[src/rtl/gecko_run_monitor_pkg.sv]
// Shared types and constants for the gecko run monitor: run result,
// FSM state encoding (visible to benches), status byte codes and the
// layout of the 5-byte result record.
package gecko_run_monitor_pkg;

    typedef enum logic [1:0] {
        GECKO_RUN_PASS    = 2'd0,
        GECKO_RUN_FAULT   = 2'd1,
        GECKO_RUN_TIMEOUT = 2'd2
    } gecko_run_result_t;

    typedef enum logic [2:0] {
        GECKO_ST_IDLE   = 3'd0,
        GECKO_ST_HOLD   = 3'd1,
        GECKO_ST_RUN    = 3'd2,
        GECKO_ST_REPORT = 3'd3,
        GECKO_ST_DONE   = 3'd4
    } gecko_run_state_t;

    localparam logic [7:0] GECKO_STATUS_PASS    = 8'h50;
    localparam logic [7:0] GECKO_STATUS_FAULT   = 8'h46;
    localparam logic [7:0] GECKO_STATUS_TIMEOUT = 8'h54;

    localparam int GECKO_RECORD_BYTES = 5;

    // Record as sent on the byte stream: status goes out first (lowest byte),
    // followed by the cycle count least-significant byte first.
    typedef struct packed {
        logic [31:0] count;
        logic [7:0]  status;
    } gecko_record_t;

    function automatic logic [7:0] gecko_status_code(input gecko_run_result_t result);
        logic [7:0] code;
        case (result)
            GECKO_RUN_PASS:    code = GECKO_STATUS_PASS;
            GECKO_RUN_FAULT:   code = GECKO_STATUS_FAULT;
            GECKO_RUN_TIMEOUT: code = GECKO_STATUS_TIMEOUT;
            default:           code = GECKO_STATUS_FAULT;
        endcase
        return code;
    endfunction

endpackage

[src/rtl/gecko_run_monitor_if.sv]
// Valid/ready byte stream carrying the run result record to a UART or
// bench sink. The monitor is the master; the sink drives ready.
interface gecko_run_monitor_if;
    logic       report_valid;
    logic       report_ready;
    logic [7:0] report_data;

    modport master (
        output report_valid,
        output report_data,
        input  report_ready
    );

    modport slave (
        input  report_valid,
        input  report_data,
        output report_ready
    );
endinterface

[src/rtl/gecko_record_serializer.sv]
// Loads a 40-bit record and shifts it out one byte per handshake,
// lowest byte first. Valid rises on the edge that loads the record so
// the first byte is offered with no bubble; data only moves on an
// accepted handshake, so it is stable while the sink stalls.
module gecko_record_serializer
    import gecko_run_monitor_pkg::*;
(
    input  logic        clk,
    input  logic        rst,
    input  logic        i_load,
    input  logic [39:0] i_record,
    input  logic        i_ready,
    output logic        o_valid,
    output logic [7:0]  o_data,
    output logic        o_last_accept
);

    localparam logic [2:0] LAST_IDX = 3'(GECKO_RECORD_BYTES - 1);

    logic [39:0] r_shift;
    logic [2:0]  r_idx;
    logic        r_valid;
    logic        w_accept;

    assign w_accept = r_valid && i_ready;

    // Record load, byte shift on each accepted handshake, valid drop after the last byte
    always_ff @(posedge clk) begin
        if (rst) begin
            r_shift <= 40'd0;
            r_idx   <= 3'd0;
            r_valid <= 1'b0;
        end else if (i_load) begin
            r_shift <= i_record;
            r_idx   <= 3'd0;
            r_valid <= 1'b1;
        end else if (w_accept) begin
            if (r_idx == LAST_IDX) begin
                r_idx   <= 3'd0;
                r_valid <= 1'b0;
            end else begin
                r_shift <= {8'd0, r_shift[39:8]};
                r_idx   <= r_idx + 3'd1;
            end
        end
    end

    assign o_valid       = r_valid;
    assign o_data        = r_shift[7:0];
    assign o_last_accept = w_accept && (r_idx == LAST_IDX);

endmodule

[src/rtl/gecko_run_monitor.sv]
// Run sequencer for the gecko_micro core: holds the core in reset after
// start, releases it, counts run cycles, detects fault / pass / watchdog
// timeout and streams a 5-byte result record. Core flags come straight
// from registered outputs of the core, so the flag value seen in a RUN
// cycle is judged in that same cycle and the reported count includes it.
module gecko_run_monitor
    import gecko_run_monitor_pkg::*;
#(
    parameter int unsigned TIMEOUT_CYCLES    = 1000000,
    parameter int unsigned RESET_HOLD_CYCLES = 4,
    parameter int unsigned COUNTER_WIDTH     = 32
) (
    input  logic                     clk,
    input  logic                     rst,
    input  logic                     i_start,
    output logic                     o_core_rst,
    input  logic                     i_faulted,
    input  logic                     i_finished,
    output logic                     o_done,
    output logic                     o_passed,
    output logic [COUNTER_WIDTH-1:0] o_cycle_count,
    gecko_run_monitor_if.master      report
);

    // A hold of 0 is treated as 1 so the core always sees at least one reset cycle.
    localparam logic [31:0] HOLD_LAST =
        (RESET_HOLD_CYCLES > 32'd1) ? 32'(RESET_HOLD_CYCLES - 32'd1) : 32'd0;
    localparam logic [COUNTER_WIDTH-1:0] COUNT_MAX = {COUNTER_WIDTH{1'b1}};
    localparam logic [COUNTER_WIDTH-1:0] COUNT_ONE = COUNTER_WIDTH'(1);
    localparam logic [COUNTER_WIDTH-1:0] COUNT_TO  = COUNTER_WIDTH'(TIMEOUT_CYCLES);

    gecko_run_state_t           r_state;
    gecko_run_state_t           w_state_next;
    gecko_run_result_t          r_result;
    gecko_run_result_t          w_result_next;
    logic [COUNTER_WIDTH-1:0]   r_count;
    logic [COUNTER_WIDTH-1:0]   w_count_inc;
    logic [31:0]                r_hold_cnt;
    logic                       r_core_rst;
    logic                       r_done;
    logic                       r_passed;
    logic                       w_timeout_hit;
    logic                       w_result_hit;
    logic                       w_load_record;
    logic                       w_ser_last_accept;
    gecko_record_t              w_record;

    // Saturating post-increment value; the count never wraps.
    assign w_count_inc   = (r_count == COUNT_MAX) ? r_count : (r_count + COUNT_ONE);
    assign w_timeout_hit = (TIMEOUT_CYCLES != 32'd0) && (w_count_inc == COUNT_TO);

    // The record carries the count as it will be after the deciding cycle.
    assign w_record.count  = w_count_inc[31:0];
    assign w_record.status = gecko_status_code(w_result_next);

    // State register
    always_ff @(posedge clk) begin
        if (rst) begin
            r_state <= GECKO_ST_IDLE;
        end else begin
            r_state <= w_state_next;
        end
    end

    // Next-state decode, result priority (fault over pass over timeout) and record load
    always_comb begin
        w_state_next  = r_state;
        w_result_next = r_result;
        w_result_hit  = 1'b0;
        w_load_record = 1'b0;
        case (r_state)
            GECKO_ST_IDLE: begin
                if (i_start) begin
                    w_state_next = GECKO_ST_HOLD;
                end else begin
                    w_state_next = GECKO_ST_IDLE;
                end
            end
            GECKO_ST_HOLD: begin
                if (r_hold_cnt == HOLD_LAST) begin
                    w_state_next = GECKO_ST_RUN;
                end else begin
                    w_state_next = GECKO_ST_HOLD;
                end
            end
            GECKO_ST_RUN: begin
                if (i_faulted) begin
                    w_result_hit  = 1'b1;
                    w_result_next = GECKO_RUN_FAULT;
                end else if (i_finished) begin
                    w_result_hit  = 1'b1;
                    w_result_next = GECKO_RUN_PASS;
                end else if (w_timeout_hit) begin
                    w_result_hit  = 1'b1;
                    w_result_next = GECKO_RUN_TIMEOUT;
                end else begin
                    w_result_hit  = 1'b0;
                end
                if (w_result_hit) begin
                    w_state_next  = GECKO_ST_REPORT;
                    w_load_record = 1'b1;
                end else begin
                    w_state_next  = GECKO_ST_RUN;
                end
            end
            GECKO_ST_REPORT: begin
                if (w_ser_last_accept) begin
                    w_state_next = GECKO_ST_DONE;
                end else begin
                    w_state_next = GECKO_ST_REPORT;
                end
            end
            GECKO_ST_DONE: begin
                if (i_start) begin
                    w_state_next = GECKO_ST_HOLD;
                end else begin
                    w_state_next = GECKO_ST_DONE;
                end
            end
            default: begin
                w_state_next = GECKO_ST_IDLE;
            end
        endcase
    end

    // Run cycle counter: cleared when a run is started, advanced in RUN, held otherwise
    always_ff @(posedge clk) begin
        if (rst) begin
            r_count <= '0;
        end else if (w_state_next == GECKO_ST_HOLD &&
                     (r_state == GECKO_ST_IDLE || r_state == GECKO_ST_DONE)) begin
            r_count <= '0;
        end else if (r_state == GECKO_ST_RUN) begin
            r_count <= w_count_inc;
        end
    end

    // Reset-hold counter: counts cycles spent in HOLD, zero elsewhere
    always_ff @(posedge clk) begin
        if (rst) begin
            r_hold_cnt <= 32'd0;
        end else if (r_state == GECKO_ST_HOLD) begin
            r_hold_cnt <= r_hold_cnt + 32'd1;
        end else begin
            r_hold_cnt <= 32'd0;
        end
    end

    // Result latch, captured on the cycle the run ends
    always_ff @(posedge clk) begin
        if (rst) begin
            r_result <= GECKO_RUN_PASS;
        end else if (w_load_record) begin
            r_result <= w_result_next;
        end
    end

    // Registered status outputs derived from the upcoming state
    always_ff @(posedge clk) begin
        if (rst) begin
            r_core_rst <= 1'b1;
            r_done     <= 1'b0;
            r_passed   <= 1'b0;
        end else begin
            r_core_rst <= (w_state_next != GECKO_ST_RUN);
            r_done     <= (w_state_next == GECKO_ST_DONE);
            r_passed   <= (w_state_next == GECKO_ST_DONE) && (r_result == GECKO_RUN_PASS);
        end
    end

    gecko_record_serializer u_serializer (
        .clk           (clk),
        .rst           (rst),
        .i_load        (w_load_record),
        .i_record      (w_record),
        .i_ready       (report.report_ready),
        .o_valid       (report.report_valid),
        .o_data        (report.report_data),
        .o_last_accept (w_ser_last_accept)
    );

    assign o_core_rst    = r_core_rst;
    assign o_done        = r_done;
    assign o_passed      = r_passed;
    assign o_cycle_count = r_count;

endmodule
[src/flat_wrapper.sv]
// flat-port wrapper written by rule: the top's interface ports become plain ports
module gecko_run_monitor_flat import gecko_run_monitor_pkg::*;
#(
    parameter int unsigned TIMEOUT_CYCLES    = 1000000,
    parameter int unsigned RESET_HOLD_CYCLES = 4,
    parameter int unsigned COUNTER_WIDTH     = 32
)
  (clk, rst, i_start, o_core_rst, i_faulted, i_finished, o_done, o_passed, o_cycle_count, report_report_valid, report_report_data, report_report_ready);
  gecko_run_monitor_if report_i ();
  input  logic clk;
  input  logic rst;
  input  logic i_start;
  output logic o_core_rst;
  input  logic i_faulted;
  input  logic i_finished;
  output logic o_done;
  output logic o_passed;
  output logic [COUNTER_WIDTH-1:0] o_cycle_count;
  output wire logic [$bits(report_i.report_valid)-1:0] report_report_valid;
  output wire logic [$bits(report_i.report_data)-1:0] report_report_data;
  input wire logic [$bits(report_i.report_ready)-1:0] report_report_ready;
  assign report_report_valid = report_i.report_valid;
  assign report_report_data = report_i.report_data;
  assign report_i.report_ready = report_report_ready;
  gecko_run_monitor #(.TIMEOUT_CYCLES(TIMEOUT_CYCLES), .RESET_HOLD_CYCLES(RESET_HOLD_CYCLES), .COUNTER_WIDTH(COUNTER_WIDTH)) u_core (.clk(clk), .rst(rst), .i_start(i_start), .o_core_rst(o_core_rst), .i_faulted(i_faulted), .i_finished(i_finished), .o_done(o_done), .o_passed(o_passed), .o_cycle_count(o_cycle_count), .report(report_i));
endmodule
[config.mk]
export PLATFORM = sky130hd
export DESIGN_NAME = gecko_run_monitor_flat
export DESIGN_NICKNAME = d
export VERILOG_FILES = /design/src/rtl/gecko_run_monitor_pkg.sv /design/src/rtl/gecko_run_monitor_if.sv /design/src/rtl/gecko_record_serializer.sv /design/src/rtl/gecko_run_monitor.sv /design/src/flat_wrapper.sv
export SDC_FILE = /design/constraint.sdc
export NUM_CORES = 1
export LEC_CHECK = 0
export CORE_AREA = 3 3 108 110
export CTS_CLUSTER_SIZE = 10
export DETAILED_ROUTE_END_ITERATION = 12
export DIE_AREA = 0 0 111 113
export PLACE_DENSITY = 0.85
export SYNTH_ARGS = -nofsm -noshare
export SYNTH_HDL_FRONTEND = slang
export SYNTH_HIERARCHICAL = 1
export SYNTH_SLANG_ARGS = --single-unit
[constraint.sdc]
create_clock -name clk -period 9.2 [get_ports clk]
set_input_delay 1.84 -clock clk [delete_from_list [all_inputs] [get_ports clk]]
set_output_delay 1.84 -clock clk [all_outputs]
set_load 0.03 [all_outputs]
==> reports/results.ini, run 1 <==
[status]
status = completed

[die]
rows = 38
die-width_um = 111
die_h_um = 113
core_sq_um = 10800
initial_core_util_pct = 63.5
ios = 50
die_area_sq_um = 12500

[synthesis]
synth_edf_count = 0
syn_avg_cell_area_sq_um = 8.40
synth.area.top_cells = dfxtp_1 (34%), nor2_1 (6.6%), xor2_1 (5.5%), xnor2_1 (4.7%), a2111oi_2 (3.9%)
synth_seq_cells = 116
synthArstFlopShare_pct = 0
yosysTopAreaCellShare_pct = 33.9
yosys.cell_types.count = 70
synth_ff_type = dfxtp_1
yosysSeqAreaShare_pct = 33.9
yosys_warnings = 6
netlist_instances = 816
synthesis.area_sq_um = 6860
yosys.area.top_type = dfxtp_1

[detailed_routing]
num_vias = 6048
wire_per_inst_um = 17.7
dr.pass1.iters = 8
drtIter0Drc = 528
viasPerCell = 6.21
drt-total-wl_um = 17200
ant_nets = 0
drc = 0

[place]
io_buffers = 49
dpl-instance-area_sq_um = 7040
gp_congestion = 0.987
dpl_worst_slack_ns = 4.66
hpwlAfterDp_um = 11800

[sta]
slew_violations = 0
setup-tns-final_ns = 0
period_share_pct = 50.9
fin_hold_ws_ns = 0.486
worst_slack_ns = 4.52
rsz0062_at_grt = no
setup_violations = 0
min_period_ns = 4.68
fmax_mhz = 214
clock_skew_ns = 0.00826
slew_headroom_pct = 25.6
hold_viol_final = 0
worstMarginPinSlew_ns = 1.12

[clocking]
cts_resized = 0
numCtsBuffers = 17
cts-htree-levels = 4
postCtsHoldBufs = 0
clk_latency_ns = 0.53
cts_tree = done
post_cts_buffers = 0
clk_pin_slew_ns = 0.06
clockRootBuffer = clkbuf_8
cts_sinks = 116
clock_path_buffers = 2

[global_route]
grt_pass1_vias = 5855
grt_overflow = 0
gr-usage-all-layers_pct = 28.0
met2_usage_pct = 47.7
grt_first_pass_wirelength_um = 28900
grt_use_met1_pct = 35.2
grt_use_met3_pct = 5.94
antenna_found_initial = 0
top_usage_layer = met2
grt_max_degree = 93

[critical_path]
cp.arrival_ns = 5.09
path_max_fanout = 92
reg2reg_slack_ns = 4.52
required_ns = 9.61
cp-end-kind = flop
regToRegEndpoint = u_core/u_serializer/r_shift[22]$_SDFFE_PP0P_
crit_type = reg2reg
regToRegStartpoint = u_core/o_cycle_count[0]$_SDFFE_PP0N_
worstSetupStartpointType = flop
reg2reg_depth = 12

[power_and_ir_drop]
power_mw = 1.15
p_leak_nw = 2.65
ir_worst_vdd_uv = 142
p_per_area_nw_per_um2 = 151

[hold_path]
min_path_cells = 1
hold_path_startpoint = u_core/r_hold_cnt[0]$_SDFF_PP0_
hold_end = u_core/r_hold_cnt[0]$_SDFF_PP0_
hold_path_class = reg2reg

[final_layout]
final_cell_mix = nor2_1 (120), dfxtp_1 (116), nand2_1 (58), clkdlybuf4s50_1 (48), xor2_1 (43)
final_area_sq_um = 7610
layout.nets = 832
antenna_cells = 0
drive_gt1_share_pct = 9.23
syn2layout_area_growth_pct = 11.0
layout_commonest_cell = nor2_1

[flow_run]
cap_violations = 0

worst max-delay path, stage by stage, from the launching register on:
cell and delay, ns:
dfxtp_1 0.51, ha_1 0.32, and2_0 0.38, and4_1 0.62, nand3_1 0.29, or3_1 0.39
a21oi_1 0.24, nand4_2 0.23, o21ai_4 0.19, buf_4 0.61, nor2_1 0.17, and3_1 0.23
a2111oi_1 0.35
worst max path at each step:
stage | cells past startpoint | endpoint | slack [ns] | from
finish | 12 | u_core/u_serializer/r_shift[22]$_SDFFE_PP0P_ | 4.52 | u_core/o_cycle_count[0]$_SDFFE_PP0N_
global route | 12 | u_core/u_serializer/r_shift[22]$_SDFFE_PP0P_ | 4.22 | u_core/o_cycle_count[0]$_SDFFE_PP0N_
CTS | 12 | u_core/u_serializer/r_shift[22]$_SDFFE_PP0P_ | 4.60 | u_core/o_cycle_count[0]$_SDFFE_PP0N_
detailed placement | 12 | u_core/u_serializer/r_shift[10]$_SDFFE_PP0P_ | 4.66 | u_core/o_cycle_count[0]$_SDFFE_PP0N_
global placement | 12 | u_core/u_serializer/r_shift[23]$_SDFFE_PP0P_ | 4.75 | u_core/o_cycle_count[0]$_SDFFE_PP0N_
floorplan | 14 | u_core/u_serializer/r_shift[16]$_SDFFE_PP0P_ | 5.62 | u_core/o_cycle_count[28]$_SDFFE_PP0N_
stage by stage:
step	instances	utilization (%)
floorplan	819	-
finish	974	70.5
detailed placement	943	65.3
global placement	943	65.3
global route	974	70.5
CTS	974	70.5
metal layers:
metal	wire length, um	vias to the layer above
li1	-	2910
met2	8450	218
met5	0	-
met3	1020	31
met4	268	0
met1	7500	2889
registers in the layout, summed over array words and instances (netlist names):
register                     cells
u_core/o_core_rst                1
u_core/o_cycle_count            32
u_core/o_done                    1
u_core/r_hold_cnt               32
u_core/r_state                   3
u_core/r_result                  2
u_core/u_serializer/o_valid      1
u_core/u_serializer/r_idx        3
u_core/u_serializer/r_shift     40
u_core/o_passed                  1
power breakdown:
group,switching (mW),internal [mW],total (mW),leakage [nW]
logic,0.0116,0.00382,0.0154,1.44
clock network,0.227,0.403,0.630,0.277
registers,0.000767,0.503,0.504,0.934
kinds of logic (layout without fill, tap and decap cells):
kind of cell | Yosys count | after routing | share of synthesized area [%]
xor+xnor | 80 | 80 | 10.2
fa+ha+maj | 4 | 4 | 0.730
compound gates | 122 | 122 | 14.7
mux | 4 | 4 | 0.584
other cells | 2 | 5 | 0.110
flops | 116 | 116 | 33.9
buf+inv | 80 | 95 | 8.27
simple gates | 408 | 408 | 31.5
synth_stat cells, drive strengths merged, types with 10 or more instances:
cell / n
o21ai: 29
nor2: 121
inv: 12
nor4: 19
xor2: 43
nand2: 60
nor2b: 42
a211oi: 13
and2: 10
nor3: 21
clkbuf: 35
nand4: 27
dfxtp: 116
and3: 27
or3: 10
xnor2: 37
buf: 32
a21oi: 21
a2111oi: 33
and4: 10
nand3: 39
cell type report:
cell class	count	area [sq um]
Clock buffer	22	463
Clock inverter	9	104
Fill cell	867	3180
Inverter	12	45.0
Multi-Input combinational cell	623	3990
Sequential cell	116	2320
Tap cell	140	175
Timing Repair Buffer	52	508
Power figures use the tool's default switching activity.
==> run 2, diff against run 1 <==
--- a/config.mk
+++ b/config.mk
@@ -5,11 +5,11 @@
 export SDC_FILE = /design/constraint.sdc
 export NUM_CORES = 1
 export LEC_CHECK = 0
-export CORE_AREA = 3 3 108 110
+export CORE_AREA = 3 3 117 119
 export CTS_CLUSTER_SIZE = 10
 export DETAILED_ROUTE_END_ITERATION = 12
-export DIE_AREA = 0 0 111 113
-export PLACE_DENSITY = 0.85
+export DIE_AREA = 0 0 120 122
+export PLACE_DENSITY = 0.76
 export SYNTH_ARGS = -nofsm -noshare
 export SYNTH_HDL_FRONTEND = slang
 export SYNTH_HIERARCHICAL = 1
==> constraint.sdc (replaced) <==
create_clock -name clk -period 3.8 [get_ports clk]
set_input_delay 0.76 -clock clk [delete_from_list [all_inputs] [get_ports clk]]
set_output_delay 0.76 -clock clk [all_outputs]
set_load 0.03 [all_outputs]
==> run 2 against run 1 <==
Compared with the run above: flip-flop and latch count unchanged; first-iteration DRC count increased by 8.7%; clock-buffer cell count decreased by 4; worst setup slack got worse by 4.3 ns; sequential power increased by 140%; register-to-register slack got worse by 4.3 ns; non-clock buffer count increased by 40; core utilization decreased by 7.4 points.
==> reports/results.ini, run 2 (synthesized netlist as in run 1, its figures left out) <==
[final_layout]
multi_input_area_sq_um = 4010
layout_commonest_cell = nor2_1
antenna_cells = 0
top_register = u_core/u_serializer/r_shift
final.fill_count = 1079
regArea_sq_um = 2330
final_util_pct = 63.2
largest_reg_flops = 40
syn2layout_area_growth_pct = 16.7
layout.nets = 872
drive_gt1_share_pct = 14.3
final_cell_mix = nor2_1 (120), dfxtp_1 (112), nand2_1 (58), clkdlybuf4s50_1 (48), xor2_1 (43)
layout.cells.non_filler = 1047

[detailed_routing]
num_vias = 6082
dr.pass1.iters = 5
routed.top_layer = met4
drc = 0
dr_wl_met3_um = 1070
met1Wirelength_um = 8010
drt-total-wl_um = 18200
ant_nets = 0
met2WireLength_um = 8690
wire_per_inst_um = 17.4
drtIter0Drc = 574
viasPerCell = 5.81

[global_route]
antenna_found_initial = 0
grt_max_degree = 53
grt_overflow = 0
gr-usage-all-layers_pct = 25.8
grt_pass1_vias = 5965
grt_first_pass_wirelength_um = 30300

[critical_path]
regToRegStartpoint = u_core/o_cycle_count[3]$_SDFFE_PP0N_
path_buf_inv = 2
reg2reg_slack_ns = 0.21
path_max_fanout = 42
cp-end-kind = flop
worstSetupStartpointType = flop
crit_path_frequent_cell = a2111oi_2
critical_path.cell_chain = and4_1 -> nand4_1 -> a2111oi_2 -> buf_4 -> mux2i_1 -> nor3_1 -> nand4_2 -> o21ai_4 -> buf_12 -> nor2_1 -> and3_1 -> a2111oi_2
cp_top_family = simple AND/OR/NAND/NOR gates
slowest_delay_ns = 0.41
required_ns = 4.12
regToRegEndpoint = u_core/u_serializer/r_shift[23]$_SDFFE_PP0P_
slowest_stage = and4_1
cp.arrival_ns = 3.91
reg2reg_depth = 12
crit_type = reg2reg

[clocking]
clock_path_buffers = 2
post_cts_buffers = 0
postCtsHoldBufs = 0
cts_tree = done
numCtsBuffers = 17
cts-htree-levels = 4
cts_resized = 0
clockRootBuffer = clkbuf_16
clk_pin_slew_ns = 0.06
cts_sinks = 116
clk_latency_ns = 0.43

[die]
die-width_um = 120
core_sq_um = 12700
initial_core_util_pct = 54.1
rows = 41
die_h_um = 122
ios = 50
die_area_sq_um = 14600

[sta]
clock_skew_ns = 0.00664
fmax_mhz = 279
min_period_ns = 3.59
hold_viol_final = 0
worstMarginPinSlew_ns = 1.05
worst_slack_ns = 0.210
slew_headroom_pct = 30.3
rsz0062_at_grt = yes
setup_violations = 0
period_share_pct = 94.5
slew_violations = 0
fin_hold_ws_ns = 0.473

[place]
io_buffers = 49
dpl_worst_slack_ns = 0.195
dp.cells = 1015
gp_congestion = 0.913
hpwlAfterDp_um = 12800

[hold_path]
hold_end = u_core/r_hold_cnt[0]$_SDFF_PP0_
hold_path_class = reg2reg
hold_path_startpoint = u_core/r_hold_cnt[0]$_SDFF_PP0_
min_path_cells = 1

[power_and_ir_drop]
p_leak_nw = 2.87
p_per_area_nw_per_um2 = 354
ir_worst_vdd_uv = 293

[status]
status = completed

[flow_run]
cap_violations = 0

-- run 2: changes by cell type in the layout (fill, tap and decap cells not counted), moves of 2 or more --
cell        delta
dfxtp_1        -4
buf_4         +38
clkinvlp_4     +2
clkbuf_8       -4
dfxtp_2        +4
inv_6          +4
clkinv_2       -2
-- run 2: worst max path at each step --
stage | to | start | slack, ns | cells past startpoint
after global placement | u_core/u_serializer/r_shift[24]$_SDFFE_PP0P_ | u_core/o_cycle_count[22]$_SDFFE_PP0N_ | 0.31 | 11
final | u_core/u_serializer/r_shift[23]$_SDFFE_PP0P_ | u_core/o_cycle_count[3]$_SDFFE_PP0N_ | 0.21 | 12
after detailed placement | u_core/u_serializer/r_shift[32]$_SDFFE_PP0P_ | u_core/o_cycle_count[31]$_SDFFE_PP0N_ | 0.19 | 12
after CTS | u_core/u_serializer/r_shift[28]$_SDFFE_PP0P_ | u_core/o_cycle_count[31]$_SDFFE_PP0N_ | 0.17 | 10
after global routing | u_core/u_serializer/r_shift[29]$_SDFFE_PP0P_ | u_core/o_cycle_count[18]$_SDFFE_PP0N_ | -0.01 | 10
after floorplan | u_core/u_serializer/r_shift[16]$_SDFFE_PP0P_ | u_core/o_cycle_count[28]$_SDFFE_PP0N_ | 0.22 | 14
-- run 2: cell type report --
| type | instances | area share, % |
|---|---|---|
| Clock inverter | 14 | 1.91 |
| Multi-Input combinational cell | 623 | 50.1 |
| Tap cell | 172 | 2.69 |
| Clock buffer | 18 | 5.36 |
| Sequential cell | 116 | 29.1 |
| Inverter | 12 | 0.563 |
| Timing Repair Buffer | 92 | 10.3 |
-- run 2: power breakdown --
group	internal, mW	switching [mW]
clock	0.969	0.605
combinational	0.00989	0.0274
sequential	1.22	0.00183
total	2.20	0.634
-- run 2: through the flow --
stage	TNS, ns	total power [mW]	instance area, sq um
after floorplan	0	1.27	6870
after global placement	0	1.28	7400
after detailed placement	0	1.28	7400
after CTS	0	2.86	7980
after global routing	-0.0156	2.92	8000
final	0	2.83	8000
-- run 2: routing by layer --
layer	GRT usage, %	up-vias
met4	10.8	0
met3	5.29	43
met2	42.0	202
met1	33.4	2860
met5	0	-
li1	-	2977
==> run 3, diff against run 2 <==
--- a/config.mk
+++ b/config.mk
@@ -9,6 +9,7 @@
 export CTS_CLUSTER_SIZE = 10
 export DETAILED_ROUTE_END_ITERATION = 12
 export DIE_AREA = 0 0 120 122
+export MAX_ROUTING_LAYER = met4
 export PLACE_DENSITY = 0.76
 export SYNTH_ARGS = -nofsm -noshare
 export SYNTH_HDL_FRONTEND = slang
==> run 3 against run 2 <==
Compared with the run above: core utilization rose by 0.31 points; design area rose by 0.48%; largest cell class unchanged; sequential power barely moved; register-to-register slack improved by 0.04 ns; via count rose by 0.77%; sequential share of layout area fell by 0.14 points; flip-flop and latch count did not move.
==> reports/results.ini, run 3 (synthesized netlist as in run 1, its figures left out) <==
[status]
status = completed

[final_layout]
final_cell_mix = nor2_1 (119), dfxtp_1 (112), nand2_1 (58), clkdlybuf4s50_1 (48)
syn2layout_area_growth_pct = 17.3
top_register = u_core/u_serializer/r_shift
largest_reg_flops = 40
final.fill_count = 1097
drive_gt1_share_pct = 14.6
final_area_sq_um = 8040
layout.nets = 873
layout.cells.non_filler = 1048
final_util_pct = 63.5
layout_commonest_cell = nor2_1
antenna_cells = 0

[sta]
fmax_mhz = 281
setup_violations = 0
hold_viol_final = 0
slew_violations = 0
slew_headroom_pct = 28.2
rsz0062_at_grt = no
period_share_pct = 93.5
worst_slack_ns = 0.245
worstMarginPinSlew_ns = 1.08
min_period_ns = 3.55
clock_skew_ns = 0.00532
setup-tns-final_ns = 0
fin_hold_ws_ns = 0.459

[detailed_routing]
viasPerCell = 5.85
num_vias = 6129
drc = 0
wire_per_inst_um = 17.5
ant_nets = 0
drtIter0Drc = 573
drt-total-wl_um = 18400
dr.pass1.iters = 7

[hold_path]
hold_path_class = reg2reg
hold_path_startpoint = u_core/r_hold_cnt[0]$_SDFF_PP0_
min_path_cells = 1

[power_and_ir_drop]
clkPwrFrac_pct = 56.9
p_leak_nw = 2.89
internal_power_mw = 2.28
p_sw_mw = 0.638
p_per_area_nw_per_um2 = 363
power_mw = 2.92
ir_worst_vdd_uv = 304
p_seq_share_pct = 41.8
swShare_pct = 21.8
p_comb_share_pct = 1.3

[clocking]
clock_path_buffers = 2
numCtsBuffers = 17
cts_tree = done
cts-htree-levels = 4
clk_pin_slew_ns = 0.06
postCtsHoldBufs = 0
clk_latency_ns = 0.42
clockRootBuffer = clkbuf_16
cts_sinks = 116

[place]
hpwlAfterDp_um = 12700
dp.cells = 1014
gp_congestion = 0.951
dpl-instance-area_sq_um = 7390
io_buffers = 49
dpl_worst_slack_ns = 0.207

[die]
die_h_um = 122
die-width_um = 120
rows = 41
initial_core_util_pct = 54.1
core_sq_um = 12700
ios = 50
die_area_sq_um = 14600

[global_route]
grt_overflow = 0
grt_pass1_vias = 6006
gr-usage-all-layers_pct = 26.2
grt_max_degree = 53
antenna_found_initial = 0
grt_first_pass_wirelength_um = 30300

[critical_path]
crit_type = reg2reg
reg2reg_depth = 11
cp-end-kind = flop
worstSetupStartpointType = flop
required_ns = 4.11
path_max_fanout = 46
reg2reg_slack_ns = 0.25
cp.arrival_ns = 3.86
worstSetupEndpoint = u_core/u_serializer/r_shift[22]$_SDFFE_PP0P_
critPathLaunch = u_core/o_cycle_count[24]$_SDFFE_PP0N_
regToRegStartpoint = u_core/o_cycle_count[24]$_SDFFE_PP0N_
regToRegEndpoint = u_core/u_serializer/r_shift[22]$_SDFFE_PP0P_

[flow_run]
cap_violations = 0

run 3: cell types whose count changed in the layout (fill, tap and decap cells not counted), sizes merged:
cell	change
buf	+1
bufinv	+1
clkinv	+1
clkinvlp	-2
run 3: power groups by stage:
| stage | Sequential, mW | Combinational (mW) | Clock [mW] |
|---|---|---|---|
| finish | 1.22 | 0.0387 | 1.66 |
| CTS | 1.22 | 0.0384 | 1.68 |
| detailed placement | 1.25 | 0.0379 | 0 |
| floorplan | 1.25 | 0.0264 | 0 |
| global placement | 1.25 | 0.0368 | 0 |
| global route | 1.22 | 0.0422 | 1.74 |
run 3: final cells by class:
class | instances | area, sq um | share of cell area, %
Inverter | 12 | 45.0 | 0.560
Clock buffer | 18 | 439 | 5.46
Multi-Input combinational cell | 623 | 4010 | 49.9
Sequential cell | 116 | 2330 | 28.9
Clock inverter | 14 | 176 | 2.19
Timing Repair Buffer | 93 | 828 | 10.3
Tap cell | 172 | 215 | 2.68
run 3: worst min path at each step:
| stage | end | slack [ns] |
|---|---|---|
| floorplan | u_core/r_hold_cnt[0]$_SDFF_PP0_ | 0.43 |
| global placement | u_core/r_hold_cnt[0]$_SDFF_PP0_ | 0.44 |
| detailed placement | u_core/r_hold_cnt[0]$_SDFF_PP0_ | 0.45 |
| CTS | u_core/r_hold_cnt[0]$_SDFF_PP0_ | 0.46 |
| global route | u_core/u_serializer/r_idx[0]$_SDFFE_PP0P_ | 0.50 |
| finish | u_core/r_hold_cnt[0]$_SDFF_PP0_ | 0.46 |
run 3: critical path, cell delays in order (launching register included):
cell       delay [ns]
dfxtp_1          0.48
nand4_4          0.16
or4_4            0.65
o311ai_2         0.36
nand2_1          0.12
a221oi_2         0.31
nand3_1          0.24
o21ai_4          0.23
buf_12           0.23
nor2_1           0.11
and3_1           0.20
a2111oi_1        0.33
run 3: timing repair:
action                     4_1_cts  5_1_grt
setup endpoints to repair        0       15
setup buffers                    0        2
gates resized for setup          0        8
run 3: per-layer routing:
metal | routed length, um | global-route usage [%]
met1 | 8280 | 33.6
met2 | 8770 | 41.7
met3 | 1010 | 5.62
met4 | 333 | 8.02
met5 | 0 | -
